File: src/rtl/bp_cce_mem_cmd_packer_if.sv
// rtl/bp_cce_mem_cmd_packer_if.sv - mem_cmd stream in / packed block message out bundle
interface bp_cce_mem_cmd_packer_if #(
  parameter int hdr_width_p   = 128,
  parameter int data_width_p  = 64,
  parameter int block_width_p = 512
);
  localparam int beats_lp     = block_width_p / data_width_p;
  localparam int cnt_width_lp = $clog2(beats_lp + 1);

  // Upstream BedRock Stream mem_cmd channel
  logic [hdr_width_p-1:0]   mem_cmd_header_i;
  logic [data_width_p-1:0]  mem_cmd_data_i;
  logic                     mem_cmd_v_i;
  logic                     mem_cmd_ready_and_o;
  logic                     mem_cmd_last_i;

  // Downstream packed message
  logic [hdr_width_p-1:0]   pkt_header_o;
  logic [block_width_p-1:0] pkt_data_o;
  logic [cnt_width_lp-1:0]  pkt_beats_o;
  logic                     pkt_v_o;
  logic                     pkt_ready_and_i;
  logic                     overflow_o;

  // Packer side
  modport slave (
    input  mem_cmd_header_i, mem_cmd_data_i, mem_cmd_v_i, mem_cmd_last_i, pkt_ready_and_i,
    output mem_cmd_ready_and_o, pkt_header_o, pkt_data_o, pkt_beats_o, pkt_v_o, overflow_o
  );

  // Stream producer / packet consumer side
  modport master (
    output mem_cmd_header_i, mem_cmd_data_i, mem_cmd_v_i, mem_cmd_last_i, pkt_ready_and_i,
    input  mem_cmd_ready_and_o, pkt_header_o, pkt_data_o, pkt_beats_o, pkt_v_o, overflow_o
  );
endinterface

File: src/rtl/bp_cce_mem_cmd_packer.sv
// rtl/bp_cce_mem_cmd_packer.sv - packs a beat-serial mem_cmd message into one header + block word
module bp_cce_mem_cmd_packer #(
  parameter int hdr_width_p   = 128,
  parameter int data_width_p  = 64,
  parameter int block_width_p = 512
) (
  input  logic                         clk_i,
  input  logic                         reset_n_i,
  bp_cce_mem_cmd_packer_if.slave       io
);
  localparam int beats_lp     = block_width_p / data_width_p;
  localparam int cnt_width_lp = $clog2(beats_lp + 1);

  // A block that is not a whole number of beats cannot be laned cleanly.
  if (block_width_p % data_width_p != 0) begin : g_bad_width
    $error("block_width_p must be a multiple of data_width_p");
  end

  typedef enum logic [0:0] {
    S_FILL = 1'b0,
    S_SEND = 1'b1
  } state_e;

  state_e                   state_q, state_d;
  logic [cnt_width_lp-1:0]  count_q, count_d;
  logic [block_width_p-1:0] data_q, data_d;
  logic [hdr_width_p-1:0]   header_q, header_d;
  logic                     overflow_q, overflow_d;
  logic                     ready_and;
  logic                     beat_accept;

  // Beats are only taken while collecting; reset gates ready so nothing is accepted then.
  assign ready_and   = (state_q == S_FILL) && reset_n_i;
  assign beat_accept = ready_and && io.mem_cmd_v_i;

  // Next-state: collect beats into lanes in FILL, hold the packed message in SEND.
  always_comb begin
    state_d    = state_q;
    count_d    = count_q;
    data_d     = data_q;
    header_d   = header_q;
    overflow_d = overflow_q;

    unique case (state_q)
      S_FILL: begin
        if (beat_accept) begin
          // The header is captured from the first beat only; later beats may carry anything.
          if (count_q == '0) begin
            header_d = io.mem_cmd_header_i;
          end
          if (count_q < cnt_width_lp'(beats_lp)) begin
            for (int k = 0; k < beats_lp; k++) begin
              if (count_q == cnt_width_lp'(k)) begin
                data_d[k*data_width_p +: data_width_p] = io.mem_cmd_data_i;
              end
            end
            count_d = count_q + 1'b1;
          end else begin
            // Excess beats are drained so the upstream never stalls, but flagged.
            overflow_d = 1'b1;
          end
          if (io.mem_cmd_last_i) begin
            state_d = S_SEND;
          end
        end
      end
      S_SEND: begin
        if (io.pkt_ready_and_i) begin
          state_d = S_FILL;
          count_d = '0;
          // Clearing the block keeps unwritten lanes of the next short message at zero.
          data_d  = '0;
        end
      end
      default: state_d = S_FILL;
    endcase
  end

  // State and datapath registers with synchronous active-low reset.
  always_ff @(posedge clk_i) begin
    if (!reset_n_i) begin
      state_q    <= S_FILL;
      count_q    <= '0;
      data_q     <= '0;
      header_q   <= '0;
      overflow_q <= 1'b0;
    end else begin
      state_q    <= state_d;
      count_q    <= count_d;
      data_q     <= data_d;
      header_q   <= header_d;
      overflow_q <= overflow_d;
    end
  end

  assign io.mem_cmd_ready_and_o = ready_and;
  assign io.pkt_v_o             = (state_q == S_SEND);
  assign io.pkt_header_o        = header_q;
  assign io.pkt_data_o          = data_q;
  assign io.pkt_beats_o         = count_q;
  assign io.overflow_o          = overflow_q;

endmodule

File: src/flat_wrapper.sv
// flat-port wrapper written by rule: the top's interface ports become plain ports
module bp_cce_mem_cmd_packer_flat 
#(
  parameter int hdr_width_p   = 128,
  parameter int data_width_p  = 64,
  parameter int block_width_p = 512
)
  (clk_i, reset_n_i, io_mem_cmd_header_i, io_mem_cmd_data_i, io_mem_cmd_v_i, io_mem_cmd_last_i, io_pkt_ready_and_i, io_mem_cmd_ready_and_o, io_pkt_header_o, io_pkt_data_o, io_pkt_beats_o, io_pkt_v_o, io_overflow_o);
  bp_cce_mem_cmd_packer_if #(.hdr_width_p(hdr_width_p), .data_width_p(data_width_p), .block_width_p(block_width_p)) io_i ();
  input  logic clk_i;
  input  logic reset_n_i;
  input wire logic [$bits(io_i.mem_cmd_header_i)-1:0] io_mem_cmd_header_i;
  input wire logic [$bits(io_i.mem_cmd_data_i)-1:0] io_mem_cmd_data_i;
  input wire logic [$bits(io_i.mem_cmd_v_i)-1:0] io_mem_cmd_v_i;
  input wire logic [$bits(io_i.mem_cmd_last_i)-1:0] io_mem_cmd_last_i;
  input wire logic [$bits(io_i.pkt_ready_and_i)-1:0] io_pkt_ready_and_i;
  output wire logic [$bits(io_i.mem_cmd_ready_and_o)-1:0] io_mem_cmd_ready_and_o;
  output wire logic [$bits(io_i.pkt_header_o)-1:0] io_pkt_header_o;
  output wire logic [$bits(io_i.pkt_data_o)-1:0] io_pkt_data_o;
  output wire logic [$bits(io_i.pkt_beats_o)-1:0] io_pkt_beats_o;
  output wire logic [$bits(io_i.pkt_v_o)-1:0] io_pkt_v_o;
  output wire logic [$bits(io_i.overflow_o)-1:0] io_overflow_o;
  assign io_i.mem_cmd_header_i = io_mem_cmd_header_i;
  assign io_i.mem_cmd_data_i = io_mem_cmd_data_i;
  assign io_i.mem_cmd_v_i = io_mem_cmd_v_i;
  assign io_i.mem_cmd_last_i = io_mem_cmd_last_i;
  assign io_i.pkt_ready_and_i = io_pkt_ready_and_i;
  assign io_mem_cmd_ready_and_o = io_i.mem_cmd_ready_and_o;
  assign io_pkt_header_o = io_i.pkt_header_o;
  assign io_pkt_data_o = io_i.pkt_data_o;
  assign io_pkt_beats_o = io_i.pkt_beats_o;
  assign io_pkt_v_o = io_i.pkt_v_o;
  assign io_overflow_o = io_i.overflow_o;
  bp_cce_mem_cmd_packer #(.hdr_width_p(hdr_width_p), .data_width_p(data_width_p), .block_width_p(block_width_p)) u_core (.clk_i(clk_i), .reset_n_i(reset_n_i), .io(io_i));
endmodule
File: config.mk
export PLATFORM = sky130hd
export DESIGN_NAME = bp_cce_mem_cmd_packer_flat
export DESIGN_NICKNAME = d
export VERILOG_FILES = /design/src/rtl/bp_cce_mem_cmd_packer_if.sv /design/src/rtl/bp_cce_mem_cmd_packer.sv /design/src/flat_wrapper.sv
export SDC_FILE = /design/constraint.sdc
export NUM_CORES = 1
export LEC_CHECK = 0
export CAP_MARGIN = 25
export CORE_AREA = 4 4 330 332
export DETAILED_ROUTE_END_ITERATION = 16
export DIE_AREA = 0 0 334 336
export GPL_ROUTABILITY_DRIVEN = 0
export PLACE_DENSITY = 0.46
export SLEW_MARGIN = 20
export SYNTH_ARGS = -nofsm -noshare
export SYNTH_HDL_FRONTEND = slang
export SYNTH_SLANG_ARGS = --single-unit
File: constraint.sdc
create_clock -name clk_i -period 2.4 [get_ports clk_i]
set_clock_uncertainty 0.15 [all_clocks]
set_input_delay 0.36 -clock clk_i [delete_from_list [all_inputs] [get_ports clk_i]]
set_output_delay 0.36 -clock clk_i [all_outputs]
set_load 0.02 [all_outputs]
==> out/qor.txt <==
crit-path leading delay family: buffers and inverters
TritonCTS Sinks: 646
first-pass GRT wire length: 145 mm
post-synthesis sequential area ratio: 56.7%
Worst-path clk slew: 0.06 ns
crit path DAT: 1.76 ns
ranking of synthesized cells by area: dfxtp_1, nand2_1, nand3_1
final slew viol count: 0
routed via count: 20700
IO Pins: 844
Cell Chain, Critical Path: clkdlybuf4s50_1
Clk pwr share: 44.5%
routed length per instance: 21.2 µm
chip width: 334 µm
outcome: complete, no violations
period utilization: 94.6%
syn_area_per_cell: 9.05 µm²
syn nets: 2724
Max FO, Critical Path: 10
Core ar.: 106000 µm²
worst hold slack: 0.119 ns
Pwr Total: 0.0266 W
synth cell count leaders: dfxtp_1, nand2_1, nand3_1
Remaining Overflow, GRT: 0
FMAX: 441 MHz
Post-Syn Area: 22800 µm²
Setup crit start kind: flip-flop
vias per inst: 4.32
Worst Tran Pin Value: 0.934 ns
area share of the largest cell type after synthesis: 56.7%
vias in the first global route: 20300
Max Cap Viol: 0
Die Y: 336 µm
Ys Warns: 0
power density over the cells: 746 nW/µm²
drt total wl: 102 mm
Final min period: 2.27 ns
Buffers on Ports: 843
# nets final: 3531
ys flop type: dfxtp_1
gr usage total: 17.3%
ANT nets after route: 0
sequential share of power: 42.8%
Final Hold Vio Count: 0
worst min path class: input pin to flip-flop
CTS tree: built
CP Class: flip-flop to output pin
Synth async-reset ratio: 0%
worst endpoint required time: 1.89 ns
element type at the critical path end: output pin
Die ar.: 112000 µm²
CTS Buffer Depth: 3
CP peak stage delay: 0.65 ns
initial antenna violation count: 13
Net Switching: 0.00703 W
Slew headroom: 37.7%
VDD IR-drop max: 0.480 mV
Bufs and invs on worst path: 1
combinational power share: 12.7%
Leakage: 12.6 nW
largest net degree at the start of global routing: 164
Crit-path slowest cell: clkdlybuf4s50_1
area leader, netlist: dfxtp_1
sw frac: 26.4%
Layout area overhead: 56.3%
Initial DRC Count: 1235
Synth cell types: 37
synthesized flop and latch total: 646
cts bufs inserted: 79
router iterations before antenna repair: 5
top-count cell post-synth: dfxtp_1
clock latency on the worst-skew pair: 0.64 ns
Root Driver: clkbuf_16
final core occ: 33.6%
layout cell share with drive strength beyond 1: 7.18%
endpoints failing setup: 0
Internal: 0.0196 W
Initial Utilization: 21.5%
RSZ-0062 raised after global routing: false
Clock H-tree levels: 3
Post-synth EDFFs: 0
DRC viols: 0
Syn Inst Count: 2523
row count: 120
Final HPWL DP: 75.3 mm
[worst paths after layout]
path / from / end / slack [ns] / depth (start not counted)
max: u_core.io.pkt_v_o / io_pkt_v_o / 0.13 / 1
min: io_mem_cmd_header_i[29] / u_core.io.pkt_header_o[29] / 0.12 / 3
min reg2reg: u_core.io.pkt_data_o[293] / u_core.io.pkt_data_o[293] / 0.30 / 2
max reg2reg: u_core.io.pkt_beats_o[1] / u_core.io.pkt_data_o[234] / 0.18 / 6
[layer usage]
layer	up-vias	track usage, %	routed length, µm
li1	10200	-	-
met1	9724	20.1	41200
met2	655	30.7	50400
met5	-	0	111
met4	14	4.03	2120
met3	127	5.72	7730
[stage by stage]
step | setup WS (ns) | std cells | TNS (ns) | instance area (µm²)
2_1_floorplan | 0.432 | 2523 | 0 | 22800
5_1_grt | 0.0240 | 4789 | 0 | 35700
3_3_place_gp | 0.0396 | 4651 | 0 | 33100
4_1_cts | 0.0000411 | 4789 | 0 | 35700
6_report | 0.130 | 4794 | 0 | 35700
3_5_place_dp | -0.00973 | 4651 | -0.0347 | 33100
[state kept, by name, summed over array words and instances, names as in the netlist]
signal                  flops
u_core.io.pkt_beats_o       4
u_core.io.pkt_v_o           1
u_core.io.pkt_header_o    128
u_core.io.overflow_o        1
u_core.io.pkt_data_o      512
[tightest hold or removal path: stages]
cell and delay (ns):
clkdlybuf4s50_1 0.39, nand2_1 0.06, a21boi_1 0.05
[cells in the final DEF (no fill, tap or decap), drive strengths merged, types with 2 or more instances in the layout]
cell type and instances:
clkdlybuf4s50 836, dfxtp 646, nand2 561, nand3 387, o21ai 351, a21boi 193, clkbuf 111, buf 107
mux2i 94, nor2b 20, clkinv 16, nor2 7, dlygate4sd2 6, inv 6, diode 5, o22ai 5
a41o 5, a21oi 4, ha 4, bufinv 4, and3b 3, clkinvlp 3, nor3b 2, nor3 2
and2 2, a22oi 2
[what timing repair did]
item,4_1_cts,5_1_grt
setup endpoints to repair,7,2
hold endpoints to repair,9,0
gates resized for setup,8,2
buffers inserted,0,0
hold buffers,1,0
[cell families after synthesis]
logic type | Yosys count | synth area share, %
AOI/OAI and AO/OA | 560 | 14.7
and+or+nand+nor | 992 | 19.1
DFF | 646 | 56.7
muxes | 94 | 4.12
adders and majority gates | 4 | 0.219
buffers and inverters | 227 | 5.25
[power groups by stage]
stage / clock network [W] / logic, W / registers (W)
after floorplan: 0 / 0.000972 / 0.0121
after global placement: 0 / 0.00345 / 0.0116
after detailed placement: 0 / 0.00344 / 0.0116
after CTS: 0.0123 / 0.00345 / 0.0114
after global routing: 0.0126 / 0.00361 / 0.0114
final: 0.0118 / 0.00339 / 0.0114
[area by class of cell]
type,count,area (µm²)
flip-flops and latches,646,12900
well taps,1403,1760
clock inverters,26,275
fillers,11200,70600
repair buffers,950,9660
clock buffers,111,2260
multi-input cells,1650,8760
inverters,3,13.8
diodes,5,12.5
Note: power is estimated with default switching activity, not from simulation.
